**src/rtl/ft_out_arbiter_pkg.sv**
```systemverilog
// Shared types and header-field layout for the FT2232 OUT-path arbiter.
package ft_fifo_pkg;

    typedef enum logic [1:0] {
        IDLE,
        HEADER,
        READ,
        DRAIN
    } state_t;

    localparam int HDR_CH_MSB  = 7;
    localparam int HDR_CH_LSB  = 6;
    localparam int HDR_LEN_MSB = 5;
    localparam int HDR_LEN_LSB = 0;

    localparam int MAX_BURST_LIMIT = 63;
    localparam int MAX_CH_LIMIT    = 4;

    function automatic logic [7:0] hdr_pack(input logic [1:0] ch, input logic [5:0] len);
        logic [7:0] h;
        h = '0;
        h[HDR_CH_MSB:HDR_CH_LSB]   = ch;
        h[HDR_LEN_MSB:HDR_LEN_LSB] = len;
        return h;
    endfunction

endpackage

```
**src/rtl/ft_out_arbiter_if.sv**
```systemverilog
// Source-FIFO bank and OUT FIFO write side as seen by the arbiter (master) and its environment (slave).
interface ft_out_arbiter_if #(
    parameter int NUM_CH = 4,
    parameter int LVL_W  = 10
);
    logic [NUM_CH-1:0]       ch_enable_i;
    logic [NUM_CH*LVL_W-1:0] src_level_i;
    logic [NUM_CH-1:0]       src_rd_en_o;
    logic [NUM_CH*8-1:0]     src_data_i;
    logic                    wr_out_fifo_en_o;
    logic [7:0]              wr_out_fifo_data_o;
    logic                    wr_out_fifo_full_i;
    logic                    wr_out_fifo_afull_i;

    modport master (
        input  ch_enable_i, src_level_i, src_data_i, wr_out_fifo_full_i, wr_out_fifo_afull_i,
        output src_rd_en_o, wr_out_fifo_en_o, wr_out_fifo_data_o
    );

    modport slave (
        output ch_enable_i, src_level_i, src_data_i, wr_out_fifo_full_i, wr_out_fifo_afull_i,
        input  src_rd_en_o, wr_out_fifo_en_o, wr_out_fifo_data_o
    );
endinterface

```
**src/rtl/ft_out_arbiter_rr_pick.sv**
```systemverilog
// Combinational round-robin picker: first eligible channel strictly after the last grant.
module ft_rr_pick
    import ft_fifo_pkg::*;
#(
    parameter int NUM_CH = 4
) (
    input  logic [NUM_CH-1:0] eligible,
    input  logic [1:0]        last,
    output logic              valid,
    output logic [1:0]        idx
);

    logic [MAX_CH_LIMIT-1:0] elig_pad;
    logic [1:0]              cand;

    always_comb begin
        elig_pad                 = '0;
        elig_pad[NUM_CH-1:0]     = eligible;
        valid                    = 1'b0;
        idx                      = '0;
        cand                     = '0;
        // Walk from farthest to nearest so the nearest eligible channel wins.
        for (int unsigned off = NUM_CH; off >= 1; off--) begin
            cand = 2'((32'(last) + off) % NUM_CH);
            if (elig_pad[cand]) begin
                valid = 1'b1;
                idx   = cand;
            end
        end
    end

endmodule

```
**src/rtl/ft_out_arbiter.sv**
```systemverilog
// Round-robin arbiter framing source byte streams into header+payload bursts on the OUT FIFO.
module ft_out_arbiter
    import ft_fifo_pkg::*;
#(
    parameter int NUM_CH    = 4,
    parameter int LVL_W     = 10,
    parameter int MAX_BURST = 63
) (
    input  logic                clk_i,
    input  logic                reset_i,
    ft_out_arbiter_if.master    bus,
    output logic                busy_o,
    output logic [1:0]          cur_ch_o
);

    if (NUM_CH < 1 || NUM_CH > MAX_CH_LIMIT) begin : g_bad_num_ch
        $error("ft_out_arbiter: NUM_CH must be 1..4");
    end
    if (MAX_BURST < 1 || MAX_BURST > MAX_BURST_LIMIT) begin : g_bad_max_burst
        $error("ft_out_arbiter: MAX_BURST must be 1..63");
    end
    if (LVL_W < 1 || LVL_W > 32) begin : g_bad_lvl_w
        $error("ft_out_arbiter: LVL_W must be 1..32");
    end

    state_t            state, state_nx;
    logic [1:0]        ch, last;
    logic [5:0]        len, cnt;
    logic              rd_d;
    logic              pay_en;
    logic [7:0]        pay_data;
    logic              ok;
    logic              hdr_fire, rd_fire;
    logic [NUM_CH-1:0] elig;
    logic [NUM_CH-1:0] ch_onehot;
    logic              pick_valid;
    logic [1:0]        pick_idx;
    logic [LVL_W-1:0]  pick_level;
    logic [5:0]        pick_len;
    logic [7:0]        sel_data;

    assign ok = ~bus.wr_out_fifo_full_i & ~bus.wr_out_fifo_afull_i;

    always_comb begin
        elig       = '0;
        pick_level = '0;
        sel_data   = '0;
        ch_onehot  = '0;
        for (int unsigned n = 0; n < NUM_CH; n++) begin
            elig[n]      = bus.ch_enable_i[n] & (bus.src_level_i[n*LVL_W +: LVL_W] != '0);
            ch_onehot[n] = (ch == 2'(n));
            if (pick_idx == 2'(n))
                pick_level = bus.src_level_i[n*LVL_W +: LVL_W];
            if (ch == 2'(n))
                sel_data = bus.src_data_i[n*8 +: 8];
        end
        pick_len = (32'(pick_level) > MAX_BURST) ? 6'(MAX_BURST) : 6'(pick_level);
    end

    ft_rr_pick #(
        .NUM_CH (NUM_CH)
    ) u_pick (
        .eligible (elig),
        .last     (last),
        .valid    (pick_valid),
        .idx      (pick_idx)
    );

    always_ff @(posedge clk_i or posedge reset_i) begin
        if (reset_i)
            state <= IDLE;
        else
            state <= state_nx;
    end

    always_comb begin
        state_nx = state;
        unique case (state)
            IDLE:    if (pick_valid) state_nx = HEADER;
            HEADER:  if (ok) state_nx = READ;
            READ:    if (rd_fire && cnt == 6'd1) state_nx = DRAIN;
            // Leave once the last strobed byte is the one being written this cycle.
            DRAIN:   if (!rd_d) state_nx = IDLE;
            default: state_nx = IDLE;
        endcase
    end

    always_comb begin
        hdr_fire               = (state == HEADER) && ok;
        rd_fire                = (state == READ) && (cnt != '0) && ok;
        bus.src_rd_en_o        = rd_fire ? ch_onehot : '0;
        bus.wr_out_fifo_en_o   = hdr_fire || pay_en;
        bus.wr_out_fifo_data_o = hdr_fire ? hdr_pack(ch, len) : pay_data;
        busy_o                 = (state != IDLE);
        cur_ch_o               = ch;
    end

    // Two-stage payload pipe: strobe -> source data valid (rd_d) -> registered write.
    always_ff @(posedge clk_i or posedge reset_i) begin
        if (reset_i) begin
            ch       <= '0;
            len      <= '0;
            cnt      <= '0;
            last     <= 2'(NUM_CH - 1);
            rd_d     <= 1'b0;
            pay_en   <= 1'b0;
            pay_data <= '0;
        end else begin
            rd_d   <= rd_fire;
            pay_en <= rd_d;
            if (rd_d)
                pay_data <= sel_data;
            if (state == IDLE && pick_valid) begin
                ch  <= pick_idx;
                len <= pick_len;
            end
            if (hdr_fire)
                cnt <= len;
            else if (rd_fire)
                cnt <= cnt - 6'd1;
            if (state == DRAIN && !rd_d)
                last <= ch;
        end
    end

endmodule

```
**src/flat_wrapper.sv**
```systemverilog
// flat-port wrapper written by rule: the top's interface ports become plain ports
module ft_out_arbiter_flat import ft_fifo_pkg::*;
#(
    parameter int NUM_CH    = 4,
    parameter int LVL_W     = 10,
    parameter int MAX_BURST = 63
)
  (clk_i, reset_i, busy_o, cur_ch_o, bus_ch_enable_i, bus_src_level_i, bus_src_data_i, bus_wr_out_fifo_full_i, bus_wr_out_fifo_afull_i, bus_src_rd_en_o, bus_wr_out_fifo_en_o, bus_wr_out_fifo_data_o);
  ft_out_arbiter_if #(.NUM_CH(NUM_CH), .LVL_W(LVL_W)) bus_i ();
  input  logic clk_i;
  input  logic reset_i;
  output logic busy_o;
  output logic [1:0] cur_ch_o;
  input wire logic [$bits(bus_i.ch_enable_i)-1:0] bus_ch_enable_i;
  input wire logic [$bits(bus_i.src_level_i)-1:0] bus_src_level_i;
  input wire logic [$bits(bus_i.src_data_i)-1:0] bus_src_data_i;
  input wire logic [$bits(bus_i.wr_out_fifo_full_i)-1:0] bus_wr_out_fifo_full_i;
  input wire logic [$bits(bus_i.wr_out_fifo_afull_i)-1:0] bus_wr_out_fifo_afull_i;
  output wire logic [$bits(bus_i.src_rd_en_o)-1:0] bus_src_rd_en_o;
  output wire logic [$bits(bus_i.wr_out_fifo_en_o)-1:0] bus_wr_out_fifo_en_o;
  output wire logic [$bits(bus_i.wr_out_fifo_data_o)-1:0] bus_wr_out_fifo_data_o;
  assign bus_i.ch_enable_i = bus_ch_enable_i;
  assign bus_i.src_level_i = bus_src_level_i;
  assign bus_i.src_data_i = bus_src_data_i;
  assign bus_i.wr_out_fifo_full_i = bus_wr_out_fifo_full_i;
  assign bus_i.wr_out_fifo_afull_i = bus_wr_out_fifo_afull_i;
  assign bus_src_rd_en_o = bus_i.src_rd_en_o;
  assign bus_wr_out_fifo_en_o = bus_i.wr_out_fifo_en_o;
  assign bus_wr_out_fifo_data_o = bus_i.wr_out_fifo_data_o;
  ft_out_arbiter #(.NUM_CH(NUM_CH), .LVL_W(LVL_W), .MAX_BURST(MAX_BURST)) u_core (.clk_i(clk_i), .reset_i(reset_i), .bus(bus_i), .busy_o(busy_o), .cur_ch_o(cur_ch_o));
endmodule
```
**config.mk**
```make
export PLATFORM = sky130hd
export DESIGN_NAME = ft_out_arbiter_flat
export DESIGN_NICKNAME = d
export VERILOG_FILES = /design/src/rtl/ft_out_arbiter_pkg.sv /design/src/rtl/ft_out_arbiter_if.sv /design/src/rtl/ft_out_arbiter_rr_pick.sv /design/src/rtl/ft_out_arbiter.sv /design/src/flat_wrapper.sv
export SDC_FILE = /design/constraint.sdc
export NUM_CORES = 1
export LEC_CHECK = 0
export CAP_MARGIN = 40
export CORE_ASPECT_RATIO = 1.75
export CORE_MARGIN = 2
export CORE_UTILIZATION = 30
export DETAILED_ROUTE_END_ITERATION = 10
export PLACE_DENSITY = 0.62
export SETUP_SLACK_MARGIN = 0.02
export SLEW_MARGIN = 30
export SYNTH_ARGS = -nofsm -noshare
export SYNTH_HDL_FRONTEND = slang
export SYNTH_HIERARCHICAL = 1
export SYNTH_SLANG_ARGS = --single-unit
export TNS_END_PERCENT = 20
```
**constraint.sdc**
```tcl
create_clock -name clk_i -period 2.3 [get_ports clk_i]
set_clock_uncertainty 0.1 [all_clocks]
set_input_delay 0.46 -clock clk_i [delete_from_list [all_inputs] [get_ports clk_i]]
set_output_delay 0.46 -clock clk_i [all_outputs]
set_load 0.005 [all_outputs]
```
==> run metrics, run 1 <==
FP Rows=40; H-tree Lvls=1; fill cell count=608; smallest hold slack=0.411 ns; clk_lat worst skew=0.27 ns; CP endpoint kind=primary output; initial antenna violation count=0; Pre-antenna DRT Iters=4; Setup crit start=u_core/cnt[4]; Initial Util=between 30% and 40%; Yosys cell types=47; CTS Buf Count=3; Worst-path clk slew=0.07 ns; R2R Path Start=u_core/state[0]; r2r setup slk=0.14 ns; worst min path class=register to register; Syn Nets=297; routability congestion estimate=approximately 0.87; # IOs=96; Final WS setup=-0.144 ns; first-pass GRT wire length=12.1 mm; share of cells above drive strength 1=46.3%; part of the Yosys area used for sequential elements=34.1%; final hold vios=0; worst-margin pin slew=0.486 ns; vias in the first global route=2587; die extent in y=roughly 110 microns; Mapped Cells=209; cell area after synthesis=0.00206 sq mm; Final period util=106%; GR Util All Layers=21.0%; asr flop ratio synth=100%; failing checks=negative setup slack; pin count of the biggest net entering global routing=29; post-route ant nets=0; Post-DP HPWL=5.50 mm; Worst IR Drop VDD=0.000376 V; grt ovf=0; Reg2Reg Depth=7; Synth area leader=dfrtp_1; final wirelength=7.45 mm; Avg WL per Cell=16.2 microns; PortBufs=95; Die W=66.7 microns; critical path required time=between 1.5 and 2 ns; Top FF cell, synth=dfrtp_1; routed via count=between 2000 and 2500; CP Data Arrival Time=1.88 ns; final setup fails=11; final core utilization=58.8%; Max Clock Freq=409 MHz; commonest non-fill, non-tap cells in the layout=buf_4, clkdlybuf4s50_1, nand2_1; leakage power=1.73 nW; CTS tree=done; commonest non-fill, non-tap cell in the layout=buf_4; clk sinks=28; NumNets Final=roughly 470; fin crit period=2.44 ns; max capacitance violation total=0; reg-to-reg endpoint=u_core/cnt[5]; Max Fanout on Critical Path=2; Worst setup endpoint=bus_src_rd_en_o[3]; clk buf depth=2; Worst setup SP type=register; 1st-iter DRT viols=88; fin. max-slew vios=0; post-route DRC violation count=0; core footprint=roughly 0.0068 sq mm; status=finished with violations; RSZ-0062 raised after global routing=yes; critical path class=register to primary output; Synth Warn #=6; syn_area_per_cell=9.87 sq um; Yosys reg bits=28; EDFF count, synth=0; Synth top area share=31.5%; antenna diode count=0; worst slack, placed=-1.09 ns; root buffer cell=clkbuf_16; Layout area overhead=92.5%; Area contributors post-synth=dfrtp_1, mux4_2, nand2_1; die area=between 0.007 and 0.008 sq mm; Via density=5.16; Power Density=about 830 mW/mm^2; slew margin rel.=around two thirds
## power breakdown
part           total, W  internal (W)  switching [W]
clock network  0.000438      0.000267       0.000171
logic           0.00198       0.00114       0.000832
registers      0.000899      0.000695       0.000203
## worst max-delay path, cell delays in order (launching register included)
cell and delay (ns):
dfrtp_1 0.38, or4_4 0.56, o211ai_4 0.23, buf_6 0.14, inv_2 0.03, and3_4 0.16
buf_6 0.11
## through the flow
step / cell area, sq um / instances / power (W) / setup TNS, ns
3_5_place_dp: 3450 / 425 / 0.00274 / -12.28
4_1_cts: 3920 / 458 / 0.00330 / -0.922
5_1_grt: 3970 / 460 / 0.00354 / -1.93
2_1_floorplan: 2080 / 209 / 0.00189 / -0.666
6_report: 3970 / 460 / 0.00331 / -1.12
3_3_place_gp: 3450 / 425 / 0.00270 / -11.76
## flip-flops by register name (all words and copies together), names as in the netlist
signal and cells:
u_core/last 2, u_core/cur_ch_o 2, u_core/cnt 6, u_core/state 2
u_core/pay_data 8, u_core/len 6, u_core/rd_d 1, u_core/pay_en 1
## layout make-up
cell class	instances	area (sq um)	share of cell area (%)
flip-flops and latches	28	703	17.7
inverters	17	63.8	1.61
repair buffers	171	1490	37.4
clock buffers	4	88.8	2.24
multi-input cells	156	1530	38.4
well taps	84	105	2.65
## synth_stat cells (2+ instances only)
| master | count |
|---|---|
| o21ai_1 | 2 |
| ha_1 | 8 |
| nand2b_1 | 4 |
| nor3_2 | 2 |
| nand3b_1 | 2 |
| nand2_1 | 37 |
| dfrtp_1 | 26 |
| a211oi_1 | 3 |
| mux2_2 | 10 |
| a21oi_1 | 5 |
| a31oi_1 | 5 |
| dfstp_2 | 2 |
| nor4_1 | 9 |
| clkbuf_1 | 5 |
| inv_1 | 16 |
| nand3_1 | 2 |
| o22ai_1 | 2 |
| mux4_2 | 14 |
| buf_2 | 4 |
| a2bb2oi_1 | 2 |
| and3_1 | 2 |
| nor2_1 | 14 |
| nor3b_1 | 2 |
| o21ai_0 | 3 |
| o22a_1 | 6 |
## kinds of logic after synthesis
| logic type | synth area share [%] |
|---|---|
| buffers and inverters | 4.97 |
| multiplexers | 22.0 |
| AND/OR/NAND/NOR | 20.3 |
| adder cells (fa/ha/maj) | 4.85 |
| flip-flops | 34.1 |
| AO/OA/AOI/OAI | 13.8 |
## worst min path at each step
| stage | startpoint | depth (start not counted) | endpoint | slack, ns |
|---|---|---|---|---|
| 3_5_place_dp | u_core/pay_data[0] | 1 | u_core/pay_data[0] | 0.40 |
| 3_3_place_gp | u_core/pay_data[0] | 1 | u_core/pay_data[0] | 0.39 |
| 6_report | u_core/pay_data[0] | 1 | u_core/pay_data[0] | 0.41 |
| 5_1_grt | u_core/pay_data[0] | 1 | u_core/pay_data[0] | 0.43 |
| 4_1_cts | u_core/pay_data[0] | 1 | u_core/pay_data[0] | 0.41 |
| 2_1_floorplan | u_core/rd_d | 0 | u_core/pay_en | 0.25 |
## repair_timing
item / CTS / global route
gates cloned: 2 / 0
setup endpoints to repair: 22 / 21
buffers inserted: 27 / 2
gates resized for setup: 172 / 19
hold buffers: 0 / 0
hold endpoints to repair: 0 / 0
pin swaps: 28 / 12
## routing by layer
layer  wire [microns]  up-vias  track usage, %
li1                 -     1116               -
met2             4140      108            40.3
met4              408        0            11.4
met1             2510     1125            20.6
met5                0        -               0
met3              385       26            2.76
(Power assumes the default switching activity.)
==> run 2, diff against run 1 <==
CTS_CLUSTER_SIZE = 40   (was not set)
MAX_ROUTING_LAYER = met4   (was not set)
PLACE_DENSITY = not set   (was 0.62)
==> run 2 against run 1 <==
The flow still finishes with violations (negative setup slack). Via count down 2.1%. Clock power down 2%. Clock-buffer cell count unchanged. Utilization up 0.056 points. First-iteration DRC count up 36%. Critical path type is now primary input to register. Largest cell class is now non-clock buffers. Largest power group unchanged.
==> run metrics, run 2 (synthesized netlist as in run 1, its figures left out) <==
status=finished with violations (unchanged); failing checks=negative setup slack (unchanged); Initial Util=30.5% (unchanged); max capacitance violation total=0 (unchanged); die area=0.00758 sq mm (unchanged); post-route ant nets=0 (unchanged); FP Rows=40 (unchanged); worst-margin pin slew=0.569 ns (was 0.486 ns); design area=0.00398 sq mm (was 0.00397 sq mm); Worst setup SP type=primary input (was register); Seq pwr share=26.3% (was 27.1%); 1st-iter DRT viols=120 (was 88); Worst IR Drop VDD=0.000369 V (was 0.000376 V); GR Util All Layers=21.7% (was 21.0%); Worst-path clk slew=0.07 ns (about the same); Largest Register=u_core/pay_data (unchanged); critical path required time=2.35 ns (was 1.74 ns); Power Density=836 mW/mm^2 (was 834 mW/mm^2); dpl cells=425 (unchanged); clk sinks=28 (unchanged); Final WS setup=-0.249 ns (was -0.144 ns); share of cells above drive strength 1=40.6% (was 46.3%); root buffer cell=clkbuf_16 (unchanged); fill cell count=620 (was 608); post-route DRC violation count=0 (unchanged); commonest non-fill, non-tap cells in the layout=buf_4, clkdlybuf4s50_1, nand2_1 (unchanged); Layout area overhead=92.7% (was 92.5%); Die W=66.7 microns (unchanged); final core utilization=58.9% (was 58.8%); critical path, cell by cell=buf_8 -> nor4_4 -> buf_4 -> a31oi_4 -> and2b_1 -> a21oi_2 -> o221ai_4 -> buf_12 -> mux4_2 -> o22a_1 (was or4_4 -> o211ai_4 -> buf_6 -> inv_2 -> and3_4 -> buf_6); Avg WL per Cell=16.7 microns (was 16.2 microns); critical path class=primary input to register (was register to primary output); Max Fanout on Critical Path=6 (was 2); Pre-antenna DRT Iters=4 (unchanged); final setup fails=15 (was 11); commonest non-fill, non-tap cell in the layout=buf_4 (unchanged); grt ovf=0 (unchanged); switching share of power=35.4% (was 36.4%); first-pass GRT wire length=12.1 mm (unchanged); clk buf depth=2 (unchanged); max reg flops=8 (unchanged); CTS Buf Count=3 (unchanged); clk_lat worst skew=0.26 ns (was 0.27 ns); largest registers=u_core/pay_data (8), u_core/cnt (6), u_core/len (6) (unchanged); Clock power frac=12.9% (was 13.2%); CP Data Arrival Time=2.60 ns (was 1.88 ns); final hold vios=0 (unchanged); slowest CP cell=mux4_2 (was or4_4); Post-DP HPWL=5.67 mm (was 5.50 mm); leakage power=1.74 nW (was 1.73 nW); Hold Buf Count CTS=0 (unchanged); Logic pwr share=60.8% (was 59.6%); Max Clock Freq=392 MHz (was 409 MHz); PortBufs=95 (unchanged); RSZ-0062 raised after global routing=yes (unchanged); CTS tree=done (unchanged); Final Instance Count excl. Fillers=456 (was 460); P_int=0.00215 W (was 0.00211 W); antenna diode count=0 (unchanged); vias in the first global route=2541 (was 2587); fin crit period=2.55 ns (was 2.44 ns); initial antenna violation count=0 (unchanged); dpl cell area=0.00347 sq mm (was 0.00345 sq mm); final wirelength=7.61 mm (was 7.45 mm); pin count of the biggest net entering global routing=29 (unchanged); core footprint=0.00676 sq mm (unchanged); Final period util=111% (was 106%); NetSw=0.00118 W (was 0.00121 W); CP peak stage delay=0.49 ns (was 0.56 ns); CP endpoint kind=register (was primary output); routability congestion estimate=0.882 (was 0.868); H-tree Lvls=1 (unchanged); NumNets Final=461 (was 465); Design Power=0.00332 W (was 0.00331 W); routed via count=2325 (was 2375); fin. max-slew vios=0 (unchanged); smallest hold slack=0.412 ns (was 0.411 ns); slew margin rel.=61.5% (was 67.6%); die extent in y=114 microns (unchanged); worst min path class=register to register (unchanged); Via density=5.10 (was 5.16); # IOs=96 (unchanged)
-- run 2: per-layer routing --
| metal | GRT usage [%] | vias up | part of all wire [%] |
|---|---|---|---|
| li1 | - | 1095 | - |
| met1 | 21.8 | 1125 | 33 |
| met2 | 40.3 | 87 | 58 |
| met3 | 2.66 | 18 | 4.3 |
| met4 | 9.66 | 0 | 4.3 |
| met5 | - | - | 0 |
-- run 2: final timing paths --
check | slack (ns) | startpoint | endpoint | cells after the start
worst max-delay path | -0.25 | bus_src_level_i[23] | u_core/len[4] | 10
worst min-delay path | 0.41 | u_core/pay_data[4] | u_core/pay_data[4] | 1
worst max register to register | 0.02 | u_core/state[0] | u_core/cnt[5] | 7
worst min register to register | 0.41 | u_core/pay_data[4] | u_core/pay_data[4] | 1
max in group asynchronous | 1.31 | reset_i | u_core/last[1] | 3
min in group asynchronous | 0.48 | reset_i | u_core/pay_data[2] | 3
-- run 2: through the flow --
stage / setup TNS (ns) / setup slack [ns]
floorplan: -0.666 / -0.113
global placement: -10.85 / -0.856
detailed placement: -11.01 / -0.897
CTS: -2.03 / -0.181
global route: -3.84 / -0.295
finish: -2.64 / -0.249
-- run 2: worst max-delay path: cells and delay by family --
family                 cells  cell delay (ns)
AOI/OAI and AO/OA          4             0.59
and+or+nand+nor            2             0.59
muxes                      1             0.49
buffers and inverters      3             0.45
-- run 2: power groups by stage --
stage          Combinational [W]  Sequential, W  Clock, W
2_1_floorplan            0.00107       0.000822         0
3_3_place_gp             0.00187       0.000868         0
3_5_place_dp             0.00190       0.000874         0
4_1_cts                  0.00200       0.000873  0.000438
5_1_grt                  0.00220       0.000908  0.000453
6_report                 0.00202       0.000874  0.000430
-- run 2: final cells by class --
| type | count | area [sq um] | share of cell area (%) |
|---|---|---|---|
| well taps | 84 | 105 | 2.64 |
| flip-flops and latches | 28 | 703 | 17.7 |
| clock buffers | 4 | 88.8 | 2.23 |
| repair buffers | 168 | 1520 | 38.3 |
| multi-input cells | 155 | 1490 | 37.5 |
| inverters | 17 | 63.8 | 1.60 |
-- run 2: timing repair --
action / in CTS / in global routing
setup buffers: 22 / 4
gates cloned: 1 / 0
endpoints found under the setup margin: 23 / 20
pin swaps: 24 / 22
gates resized for setup: 114 / 28
==> run 3, diff against run 2 <==
CORE_ASPECT_RATIO = 0.6   (was 1.75)
clock period = 2.75 ns   (was 2.3 ns; I/O delays follow)
==> run 3 against run 2 <==
The run still ends with negative setup slack left. Combinational power fell by 24%. Power decreased by 19%. Die area hardly changed. Via count down 4.6%. Flip-flop and latch count unchanged. Sequential share of layout area is 0.99 points higher. Largest cell class unchanged.
==> run metrics, run 3 (synthesized netlist as in run 1, its figures left out) <==
status=finished with violations (unchanged); failing checks=negative setup slack (unchanged); critical path class=register to primary output (was primary input to register); 1st-iter DRT viols=85 (was 120); # IOs=96 (unchanged); pin count of the biggest net entering global routing=29 (unchanged); Worst setup SP type=register (was primary input); dpl cell area=0.00340 sq mm (was 0.00347 sq mm); CTS Buf Count=3 (unchanged); clk_lat worst skew=0.27 ns (was 0.26 ns); Layout area overhead=82.5% (was 92.7%); final wirelength=6.69 mm (was 7.61 mm); max capacitance violation total=0 (unchanged); fin. max-slew vios=0 (unchanged); post-route ant nets=0 (unchanged); CP endpoint kind=primary output (was register); H-tree Lvls=1 (unchanged); Worst-path clk slew=0.07 ns (about the same); antenna diode count=0 (unchanged); final hold vios=0 (unchanged); Initial Util=30.9% (was 30.5%); slew margin rel.=70.7% (was 61.5%); fill cell count=609 (was 620); Largest delay share family, worst path=simple AND/OR/NAND/NOR gates (unchanged); NumNets Final=444 (was 461); commonest non-fill, non-tap cell in the layout=clkdlybuf4s50_1 (was buf_4); worst-margin pin slew=0.439 ns (was 0.569 ns); Max Clock Freq=353 MHz; CP peak stage delay=0.58 ns (was 0.49 ns); Worst IR Drop VDD=0.000426 V (was 0.000369 V); PortBufs=95 (unchanged); die extent in y=68.2 microns (was 114 microns); die area=0.00758 sq mm (about the same); routability congestion estimate=0.886 (was 0.882); share of cells above drive strength 1=30.4% (was 40.6%); routed via count=2217 (was 2325); leakage power=1.68 nW (was 1.74 nW); Hold Buf Count CTS=0 (unchanged); CTS tree=done (unchanged); design area=0.00376 sq mm (was 0.00398 sq mm); commonest non-fill, non-tap cells in the layout=clkdlybuf4s50_1, buf_4, nand2_1 (was buf_4, clkdlybuf4s50_1, nand2_1); critical path, cell by cell=or4_4 -> o211ai_4 -> inv_2 -> and3_1 -> clkdlybuf4s50_1 (was buf_8 -> nor4_4 -> buf_4 -> a31oi_4 -> and2b_1 -> a21oi_2 -> o221ai_4 -> buf_12 -> mux4_2 -> o22a_1); CP Data Arrival Time=2.18 ns (was 2.60 ns); root buffer cell=clkbuf_16 (unchanged); grt ovf=0 (unchanged); Avg WL per Cell=15.1 microns (was 16.7 microns); first-pass GRT wire length=11.2 mm (was 12.1 mm); fin crit period=2.83 ns; smallest hold slack=0.410 ns (was 0.412 ns); vias in the first global route=2295 (was 2541); slowest CP cell=or4_4 (was mux4_2); clk sinks=28 (unchanged); Post-DP HPWL=5.28 mm (was 5.67 mm); critical path required time=2.10 ns (was 2.35 ns); post-route DRC violation count=0 (unchanged); Max Fanout on Critical Path=5 (was 6); max reg flops=8 (unchanged); Pre-antenna DRT Iters=4 (unchanged); RSZ-0062 raised after global routing=yes (unchanged); Final WS setup=-0.0817 ns (was -0.249 ns); GR Util All Layers=19.2% (was 21.7%); initial antenna violation count=0 (unchanged); Via density=5.02 (was 5.10); final core utilization=56.4% (was 58.9%); final setup fails=1 (was 15); largest registers=u_core/pay_data (8), u_core/cnt (6), u_core/len (6) (unchanged); Largest Register=u_core/pay_data (unchanged); worst min path class=register to register (unchanged); Power Density=718 mW/mm^2 (was 836 mW/mm^2); Die W=111 microns (was 66.7 microns); crit path buf inv count=2 (was 3); core footprint=0.00668 sq mm (was 0.00676 sq mm); clk buf depth=2 (unchanged); FP Rows=23 (was 40); Final period util=103%
[run 3: changes by cell type in the layout (fill, tap and decap cells not counted), moves of 2 or more]
cell and change:
a31oi_4 -3, buf_6 -8, nor2_4 -2, buf_2 -3, clkdlybuf4s50_1 +18, nor2_1 +6, a31oi_2 +2, clkbuf_2 -3
clkdlybuf4s15_1 -11, buf_4 -12, nor2_2 -4, dlymetal6s2s_1 +3
[run 3: layout make-up]
cell class	instances	area, sq um	area share, %
Clock inverter	1	30.0	0.798
Multi-Input combinational cell	155	1370	36.5
Tap cell	87	109	2.89
Timing Repair Buffer	151	1410	37.5
Inverter	17	63.8	1.69
Clock buffer	3	75.1	1.99
Sequential cell	28	703	18.7
[run 3: per-layer routing]
layer  track usage [%]  vias to the layer above  share of wire (%)
li1                  -                     1069                  -
met1              25.3                     1038                 48
met2              30.9                      101                 42
met3              4.96                        9                8.4
met4              2.93                        0                1.3
met5                 -                        -                  0
[run 3: stage by stage]
| step | setup TNS [ns] | total power (W) | instances | worst slack [ns] |
|---|---|---|---|---|
| floorplan | 0 | 0.00157 | 209 | 0.107 |
| global route | -0.773 | 0.00290 | 442 | -0.149 |
| finish | -0.0817 | 0.00270 | 442 | -0.0817 |
| global placement | -2.81 | 0.00222 | 421 | -0.325 |
| detailed placement | -3.37 | 0.00224 | 421 | -0.412 |
| CTS | -0.395 | 0.00272 | 442 | -0.108 |
[run 3: repair_timing]
item                       4_1_cts  5_1_grt
pin swaps                       15        0
setup endpoints to repair       18       13
setup buffers                   15        0
gates resized for setup         42        8
gates cloned                     2        0
[run 3: final timing paths]
| path | end | slack (ns) | cells past startpoint | start |
|---|---|---|---|---|
| min reg2reg | u_core/pay_data[6] | 0.41 | 1 | u_core/pay_data[6] |
| max in group asynchronous | u_core/last[0] | 1.68 | 3 | reset_i |
| max | bus_src_rd_en_o[3] | -0.08 | 5 | u_core/cnt[4] |
| min | u_core/pay_data[6] | 0.41 | 1 | u_core/pay_data[6] |
| max reg2reg | u_core/cnt[5] | 0.45 | 7 | u_core/state[0] |
| min in group asynchronous | u_core/cur_ch_o[1] | 0.56 | 3 | reset_i |
[run 3: power by group]
part / switching [W] / total (W) / internal [W]
clock network: 0.000142 / 0.000432 / 0.000290
logic: 0.000633 / 0.00153 / 0.000899
registers: 0.000157 / 0.000739 / 0.000581
total: 0.000932 / 0.00270 / 0.00177
